$ cat src/rtl/fast_inv_sqrt_wb_pkg.sv
// Shared definitions for the queued inverse-square-root Wishbone peripheral:
// register map, STATUS/CTRL bit positions and FSM state encodings.
package fast_inv_sqrt_wb_pkg;

    // Word offsets decoded from adr_i[3:2]
    localparam logic [1:0] REG_DATA_IN  = 2'd0;
    localparam logic [1:0] REG_DATA_OUT = 2'd1;
    localparam logic [1:0] REG_STATUS   = 2'd2;
    localparam logic [1:0] REG_CTRL     = 2'd3;

    // STATUS bit positions (in_count sits at bit 0)
    localparam int ST_OUT_LSB = 8;
    localparam int ST_BUSY    = 16;
    localparam int ST_OVF     = 17;
    localparam int ST_UNF     = 18;

    // CTRL bit positions
    localparam int CTRL_IRQ_EN  = 0;
    localparam int CTRL_CLR_OVF = 1;
    localparam int CTRL_CLR_UNF = 2;
    localparam int CTRL_FLUSH   = 3;

    // Dispatcher moving operands from the input FIFO through the core
    typedef enum logic [1:0] {
        D_IDLE  = 2'd0,
        D_ISSUE = 2'd1,
        D_WAIT  = 2'd2,
        D_STORE = 2'd3
    } disp_state_e;

    // Core sequencer
    typedef enum logic [1:0] {
        C_IDLE = 2'd0,
        C_CALC = 2'd1,
        C_DONE = 2'd2
    } core_state_e;

endpackage

$ cat src/rtl/fast_inv_sqrt.sv
// Fixed-point 1/sqrt(x) core. Finds the largest r with r*r*x <= 2^(3*F),
// i.e. floor(1/sqrt(x)) in the same Q format, one result bit per cycle.
// x = 0 saturates to all ones. valid/ready: a transfer happens on a cycle
// where both valid and ready are high at the rising edge.
module fast_inv_sqrt
    import fast_inv_sqrt_wb_pkg::*;
#(
    parameter int INT_WIDTH   = 12,
    parameter int FRACT_WIDTH = 4
) (
    input  logic                             clk,
    input  logic                             rst,
    input  logic [INT_WIDTH+FRACT_WIDTH-1:0] data_in,
    input  logic                             valid_in,
    output logic                             ready_in,
    output logic [INT_WIDTH+FRACT_WIDTH-1:0] data_out,
    output logic                             valid_out,
    input  logic                             ready_out
);
    localparam int DW = INT_WIDTH + FRACT_WIDTH;
    localparam int PW = 3 * DW;
    localparam logic [PW-1:0] LIMIT = PW'(1) << (3 * FRACT_WIDTH);

    core_state_e   state_q, state_d;
    logic [DW-1:0] x_q, x_d, r_q, r_d, mask_q, mask_d, trial;
    logic [PW-1:0] prod;

    // Bit-serial search from the MSB down, plus handshake outputs
    always_comb begin
        state_d   = state_q;
        x_d       = x_q;
        r_d       = r_q;
        mask_d    = mask_q;
        ready_in  = 1'b0;
        valid_out = 1'b0;
        trial     = r_q | mask_q;
        prod      = PW'(trial) * PW'(trial) * PW'(x_q);
        case (state_q)
            C_IDLE: begin
                ready_in = 1'b1;
                if (valid_in) begin
                    x_d     = data_in;
                    r_d     = '0;
                    mask_d  = DW'(1) << (DW - 1);
                    state_d = C_CALC;
                end
            end
            C_CALC: begin
                if (prod <= LIMIT) begin
                    r_d = trial;
                end
                mask_d = mask_q >> 1;
                if (mask_q[0]) begin
                    state_d = C_DONE;
                end
            end
            C_DONE: begin
                valid_out = 1'b1;
                if (ready_out) begin
                    state_d = C_IDLE;
                end
            end
            default: state_d = C_IDLE;
        endcase
    end

    // Core state registers
    always_ff @(posedge clk or posedge rst) begin
        if (rst) begin
            state_q <= C_IDLE;
            x_q     <= '0;
            r_q     <= '0;
            mask_q  <= '0;
        end else begin
            state_q <= state_d;
            x_q     <= x_d;
            r_q     <= r_d;
            mask_q  <= mask_d;
        end
    end

    assign data_out = r_q;

endmodule

$ cat src/rtl/isqrt_sync_fifo.sv
// Synchronous first-word-fall-through FIFO; dout always shows the head entry.
// flush empties the FIFO and overrides any same-cycle push or pop.
module isqrt_sync_fifo #(
    parameter int WIDTH = 16,
    parameter int DEPTH = 4
) (
    input  logic                       clk,
    input  logic                       rst,
    input  logic                       flush,
    input  logic                       push,
    input  logic [WIDTH-1:0]           din,
    input  logic                       pop,
    output logic [WIDTH-1:0]           dout,
    output logic                       full,
    output logic                       empty,
    output logic [$clog2(DEPTH):0]     count
);
    localparam int AW = $clog2(DEPTH);
    localparam int CW = AW + 1;

    logic [WIDTH-1:0] mem_q [DEPTH];
    logic [AW-1:0]    wr_ptr_q, wr_ptr_d, rd_ptr_q, rd_ptr_d;
    logic [CW-1:0]    count_q, count_d;
    logic             push_ok, pop_ok;

    // Accept pushes only with space, pops only with data; pointers wrap naturally
    always_comb begin
        push_ok  = push & ~full & ~flush;
        pop_ok   = pop & ~empty & ~flush;
        wr_ptr_d = wr_ptr_q + AW'(push_ok);
        rd_ptr_d = rd_ptr_q + AW'(pop_ok);
        count_d  = count_q + CW'(push_ok) - CW'(pop_ok);
        if (flush) begin
            wr_ptr_d = '0;
            rd_ptr_d = '0;
            count_d  = '0;
        end
    end

    // Pointer and occupancy registers
    always_ff @(posedge clk or posedge rst) begin
        if (rst) begin
            wr_ptr_q <= '0;
            rd_ptr_q <= '0;
            count_q  <= '0;
        end else begin
            wr_ptr_q <= wr_ptr_d;
            rd_ptr_q <= rd_ptr_d;
            count_q  <= count_d;
        end
    end

    // Storage array; contents are only meaningful below count so no reset
    always_ff @(posedge clk) begin
        if (push_ok) begin
            mem_q[wr_ptr_q] <= din;
        end
    end

    assign dout  = mem_q[rd_ptr_q];
    assign full  = (count_q == CW'(DEPTH));
    assign empty = (count_q == '0);
    assign count = count_q;

endmodule

$ cat src/rtl/fast_inv_sqrt_wb_queue.sv
// Wishbone slave around the inverse-sqrt core: input FIFO -> dispatcher ->
// core -> output FIFO, with STATUS/CTRL registers, sticky OVF/UNF flags and a
// maskable level interrupt. Bus side effects occur once, in the ack cycle.
// Dispatcher state is visible to software as STATUS.busy.
module fast_inv_sqrt_wb_queue
    import fast_inv_sqrt_wb_pkg::*;
#(
    parameter int DATA_WIDTH  = 16,
    parameter int FRACT_WIDTH = 4,
    parameter int FIFO_DEPTH  = 4
) (
    input  logic        clk,
    input  logic        rst,
    input  logic [31:0] adr_i,
    input  logic [31:0] dat_i,
    output logic [31:0] dat_o,
    input  logic        we_i,
    input  logic        stb_i,
    input  logic        cyc_i,
    output logic        ack_o,
    output logic        interrupt
);
    localparam int CW = $clog2(FIFO_DEPTH) + 1;

    logic                  ack_q, ack_d, irq_q, irq_d;
    logic                  irq_en_q, irq_en_d, ovf_q, ovf_d, unf_q, unf_d;
    logic                  core_rst_q, core_rst_d;
    disp_state_e           state_q, state_d;
    logic [DATA_WIDTH-1:0] result_q, result_d;

    logic                  bus_valid, bus_wr, bus_rd, ctrl_wr, flush;
    logic [1:0]            reg_sel;
    logic                  in_push, in_pop, in_full, in_empty;
    logic                  out_push, out_pop, out_full, out_empty;
    logic [CW-1:0]         in_count, out_count;
    logic [DATA_WIDTH-1:0] in_head, out_head, core_dout;
    logic                  core_valid_in, core_ready_in, core_valid_out, core_ready_out;
    logic [31:0]           status, rd_data;
    logic                  unused_bits;

    assign unused_bits = ^{adr_i[31:4], adr_i[1:0], dat_i[31:DATA_WIDTH], out_full};

    // Bus decode: ack one cycle after a request, act only in the ack cycle
    always_comb begin
        bus_valid = cyc_i & stb_i;
        ack_d     = bus_valid & ~ack_q;
        bus_wr    = bus_valid & ack_q & we_i;
        bus_rd    = bus_valid & ack_q & ~we_i;
        reg_sel   = adr_i[3:2];
        ctrl_wr   = bus_wr & (reg_sel == REG_CTRL);
        flush     = ctrl_wr & dat_i[CTRL_FLUSH];
        in_push   = bus_wr & (reg_sel == REG_DATA_IN) & ~in_full;
        out_pop   = bus_rd & (reg_sel == REG_DATA_OUT) & ~out_empty;
        ovf_d     = (ovf_q & ~(ctrl_wr & dat_i[CTRL_CLR_OVF]))
                  | (bus_wr & (reg_sel == REG_DATA_IN) & in_full);
        unf_d     = (unf_q & ~(ctrl_wr & dat_i[CTRL_CLR_UNF]))
                  | (bus_rd & (reg_sel == REG_DATA_OUT) & out_empty);
        irq_en_d  = ctrl_wr ? dat_i[CTRL_IRQ_EN] : irq_en_q;
        core_rst_d = flush;
        irq_d     = irq_en_q & ((out_count != '0) | ovf_q | unf_q);
    end

    // Dispatcher: one operation in flight, output slot reserved before issue
    always_comb begin
        state_d        = state_q;
        result_d       = result_q;
        core_valid_in  = 1'b0;
        core_ready_out = 1'b0;
        in_pop         = 1'b0;
        out_push       = 1'b0;
        case (state_q)
            D_IDLE: begin
                if (~in_empty && (out_count < CW'(FIFO_DEPTH))) begin
                    state_d = D_ISSUE;
                end
            end
            D_ISSUE: begin
                core_valid_in = ~core_rst_q;
                if (core_valid_in & core_ready_in) begin
                    in_pop  = 1'b1;
                    state_d = D_WAIT;
                end
            end
            D_WAIT: begin
                core_ready_out = 1'b1;
                if (core_valid_out) begin
                    result_d = core_dout;
                    state_d  = D_STORE;
                end
            end
            D_STORE: begin
                out_push = 1'b1;
                state_d  = D_IDLE;
            end
            default: state_d = D_IDLE;
        endcase
        if (flush) begin
            state_d = D_IDLE;
        end
    end

    // Register read mux; DATA_OUT reads empty as zero
    always_comb begin
        status                         = '0;
        status[CW-1:0]                 = in_count;
        status[ST_OUT_LSB +: CW]       = out_count;
        status[ST_BUSY]                = (state_q != D_IDLE);
        status[ST_OVF]                 = ovf_q;
        status[ST_UNF]                 = unf_q;
        rd_data = '0;
        case (reg_sel)
            REG_DATA_OUT: rd_data = out_empty ? 32'd0 : 32'(out_head);
            REG_STATUS:   rd_data = status;
            REG_CTRL:     rd_data = {31'd0, irq_en_q};
            default:      rd_data = '0;
        endcase
    end

    // Control, flag, dispatcher and core-reset registers
    always_ff @(posedge clk or posedge rst) begin
        if (rst) begin
            ack_q      <= 1'b0;
            irq_q      <= 1'b0;
            irq_en_q   <= 1'b0;
            ovf_q      <= 1'b0;
            unf_q      <= 1'b0;
            core_rst_q <= 1'b1;
            state_q    <= D_IDLE;
            result_q   <= '0;
        end else begin
            ack_q      <= ack_d;
            irq_q      <= irq_d;
            irq_en_q   <= irq_en_d;
            ovf_q      <= ovf_d;
            unf_q      <= unf_d;
            core_rst_q <= core_rst_d;
            state_q    <= state_d;
            result_q   <= result_d;
        end
    end

    assign ack_o     = ack_q;
    assign dat_o     = (ack_q & ~we_i) ? rd_data : 32'd0;
    assign interrupt = irq_q;

    isqrt_sync_fifo #(.WIDTH(DATA_WIDTH), .DEPTH(FIFO_DEPTH)) u_in_fifo (
        .clk(clk), .rst(rst), .flush(flush),
        .push(in_push), .din(dat_i[DATA_WIDTH-1:0]),
        .pop(in_pop), .dout(in_head),
        .full(in_full), .empty(in_empty), .count(in_count)
    );

    isqrt_sync_fifo #(.WIDTH(DATA_WIDTH), .DEPTH(FIFO_DEPTH)) u_out_fifo (
        .clk(clk), .rst(rst), .flush(flush),
        .push(out_push), .din(result_q),
        .pop(out_pop), .dout(out_head),
        .full(out_full), .empty(out_empty), .count(out_count)
    );

    fast_inv_sqrt #(
        .INT_WIDTH(DATA_WIDTH - FRACT_WIDTH),
        .FRACT_WIDTH(FRACT_WIDTH)
    ) u_core (
        .clk(clk), .rst(rst | core_rst_q),
        .data_in(in_head), .valid_in(core_valid_in), .ready_in(core_ready_in),
        .data_out(core_dout), .valid_out(core_valid_out), .ready_out(core_ready_out)
    );

endmodule

$ cat config.mk
export PLATFORM = sky130hd
export DESIGN_NAME = fast_inv_sqrt_wb_queue
export DESIGN_NICKNAME = d
export VERILOG_FILES = /design/src/rtl/fast_inv_sqrt_wb_pkg.sv /design/src/rtl/fast_inv_sqrt.sv /design/src/rtl/isqrt_sync_fifo.sv /design/src/rtl/fast_inv_sqrt_wb_queue.sv
export SDC_FILE = /design/constraint.sdc
export NUM_CORES = 2
export LEC_CHECK = 0
export ABC_AREA = 1
export CAP_MARGIN = 0
export CORE_UTILIZATION = 35
export CTS_CLUSTER_SIZE = 20
export DETAILED_ROUTE_END_ITERATION = 10
export HOLD_SLACK_MARGIN = 0.1
export SKIP_LAST_GASP = 1
export SYNTH_ARGS = -nofsm -noshare
export SYNTH_HDL_FRONTEND = slang
export SYNTH_SLANG_ARGS = --single-unit
$ cat constraint.sdc
create_clock -name clk -period 3.8 [get_ports clk]
set_input_delay 0.38 -clock clk [delete_from_list [all_inputs] [get_ports clk]]
set_output_delay 0.38 -clock clk [all_outputs]
set_load 0.02 [all_outputs]
==> metrics.txt <==
setup ws final=-7450 ps; initial DRC count=approximately 1800; antenna violations before repair=3; EDFF count, synth=between 100 and 150; Post-DP HPWL=~82000 um; drt wl/cell=16.7 um; max incr delay on CP=610 ps; CP Max Fanout=8; fmax=0.0889 GHz; worst setup path startpoint=u_core.mask_q[5]$_DFFE_PP0P_; post-synthesis sequential area ratio=18.4%; worst skew pair latency=520 ps; H-tree lvl count=1; drt total wl=97400 um; share of post-route cells with drive strength above 1=26.0%; commonest non-fill, non-tap cell in the layout=inv_1; reg2reg path depth=54; Max-cap violations=0; largest net degree at the start of global routing=51; clk slew on worst S/H paths=~60 ps; FF+latch count, synth=216; ys async rst share=40.7%; Setup crit start kind=flop; setup violators final=16; RR Endpoint=u_core.data_out[8]$_DFFE_PP0P_; Setup Skew=8.66 ps; Area contributors post-synth=fa_1, edfxtp_1, inv_1, nand2_1, ha_1; Storage cell area=6050 sq um; CTS Buf Count=22; synthesis-to-layout area growth=30.0%; vias per cell=4.72; clk sinks=roughly 220; fin crit share=296%; fin util=46.2%; Syn Area/Cell=between 8 and 9 sq um; min Tclk post-route=11250 ps; FF-to-FF setup slack=-7450 ps; IO Pins=between 100 and 150; vias=27600; CTS tree=done; Overflow after GRT=0; reg2reg start=u_core.mask_q[5]$_DFFE_PP0P_; initial core utilization=35.6%; worst path arrival time=between 10000 and 15000 ps; failing checks=negative setup slack; die area=95000 sq um; WP depth=54; Fin. Hold Viols=0; CTS max path bufs=3; worst path required time=between 4000 and 5000 ps; CTS Hold Bufs=0; Yosys Warn Count=0; Cells after Synth=3990; Final Instance Area=about 43000 sq um; Layout fillers=8907; relative slew slack=about a third; worst setup path endpoint=u_core.data_out[8]$_DFFE_PP0P_; Die Wd=308 um; GRT Total Usage=about a fifth; Setup CP Type=flop to flop; RSZ-0062 raised after global routing=yes; worst hold path type=input pin to asynchronous set/reset pin; cell area after synthesis=approximately 33000 sq um; drt pass-1 iters=6; final slew viol count=0; outcome=finished with violations; worst slew pin tran=~1000 ps; antenna-violating nets left=0; Worst path most repeated cell=fa_1; Worst Path Buf+Inv=19; FP Rows=111; GPL Wtd Cong=approximately 0.97; Distinct cells, synth=56; root buf cell=clkbuf_16; DRC viols=0; critical path's top delay family=adder cells; Synth top area share=roughly a third; # nets final=approximately 5400; vias in the first global route=between 20000 and 30000; commonest cells after routing, fill and taps aside=inv_1, nand2_1, buf_4; chip height=308 um; number of buffers added on ports=43; top cell type by total area after synthesis=fa_1; global-route wire length before repair=158000 um; Post-synth top flop=edfxtp_1; post-place instance area=around 40000 sq um; core area=92400 sq um; area of the multi-input gates=24700 sq um; Critical Path End Type=flop; slowest CP cell=fa_1
[cell families after synthesis]
family | share of synthesized area, %
other | 0.0114
muxes | 0.549
AOI/OAI and AO/OA | 4.56
DFF | 18.4
buffers and inverters | 12.9
xor gates and xnor gates | 0.800
and+or+nand+nor | 19.2
adders and majority gates | 43.6
[Yosys cell counts, types with 2 or more instances]
master    count
edfxtp_1    128
dfrtp_1      87
o32ai_1      16
or2_1         2
o21ai_0     101
clkinv_1     15
o22ai_1      22
inv_2         5
nor2_1      542
clkbuf_1    105
o31ai_1       2
or2_2        50
xnor2_1      12
a21oi_2       3
nand2_2      11
mux2_2       16
buf_1         3
a31oi_1       7
nand4_1      22
a22oi_1       4
nor3_1       22
buf_2         3
nor4_1        3
nor2_2        3
nand3_1      86
xor2_1       18
inv_1       965
a21o_1        4
o211ai_1      3
buf_4        13
a21oi_1      75
nand3b_1      5
nand2_1     800
nand3_2       5
o21bai_1     12
fa_1        571
ha_1        230
[through the flow]
stage	setup TNS [ps]	hold WS [ps]	setup WS [ps]	std cells
floorplan	-104450	440	-6570	4002
global placement	-124280	464	-7770	5728
detailed placement	-124630	463	-7800	5728
CTS	-118390	145	-7410	5814
global route	-125240	172	-7850	5838
finish	-118990	156	-7450	5839
[final cells by class]
| class | count | area share, % |
|---|---|---|
| Multi-Input combinational cell | 2677 | 57.8 |
| Clock buffer | 28 | 1.41 |
| Sequential cell | 216 | 14.2 |
| Timing Repair Buffer | 677 | 13.7 |
| Tap cell | 1243 | 3.64 |
| Antenna cell | 1 | 0.00586 |
| Inverter | 985 | 8.82 |
| Clock inverter | 12 | 0.422 |
[registers in the layout (all words and copies together) (netlist names)]
register             flops
u_core.x_q              16
interrupt                1
ovf_q                    1
irq_en_q                 1
u_out_fifo.count         3
u_out_fifo.wr_ptr_q      2
u_core.data_out         16
u_out_fifo.mem_q        64
ack_o                    1
u_in_fifo.mem_q         64
state_q                  2
u_core.state_q           2
u_in_fifo.count          3
unf_q                    1
u_core.mask_q           16
core_rst_q               1
u_out_fifo.rd_ptr_q      2
u_in_fifo.wr_ptr_q       2
result_q                16
u_in_fifo.rd_ptr_q       2
[repair_timing]
item	4_1_cts	5_1_grt
pin swaps	122	116
gates cloned	2	0
resized for setup	233	237
setup buffers	44	24
setup endpoints to repair	16	16
[per-layer routing]
metal	up-vias	wire, um	global-route usage, %
met3	136	7110	3.30
met2	854	44900	34.5
met4	4	2300	4.69
met5	-	33	0
met1	13600	43100	29.7
li1	13000	-	-
[worst min-delay path by stage]
stage,startpoint,endpoint,depth (start not counted)
after global placement,u_core.mask_q[0]$_DFFE_PP0P_,u_core.state_q[0]$_DFFE_PP0P_,1
after detailed placement,u_core.mask_q[0]$_DFFE_PP0P_,u_core.state_q[0]$_DFFE_PP0P_,1
after floorplan,u_core.mask_q[0]$_DFFE_PP0P_,u_core.state_q[0]$_DFFE_PP0P_,1
after global routing,rst,ack_o$_DFF_PP0_,2
after CTS,rst,ack_o$_DFF_PP0_,2
final,rst,ack_o$_DFF_PP0_,2
[worst register-to-register path, delay by kind of cell, from the launching register on]
kind	cells	cell delay [ps]
DFF	1	400
and+or+nand+nor	18	1820
buffers and inverters	19	1870
adders and majority gates	14	6660
AOI/OAI and AO/OA	3	380
Power is left out: the tool's default activity adds up to more than one toggle a clock period on the data nets, which glitch-free logic cannot reach.
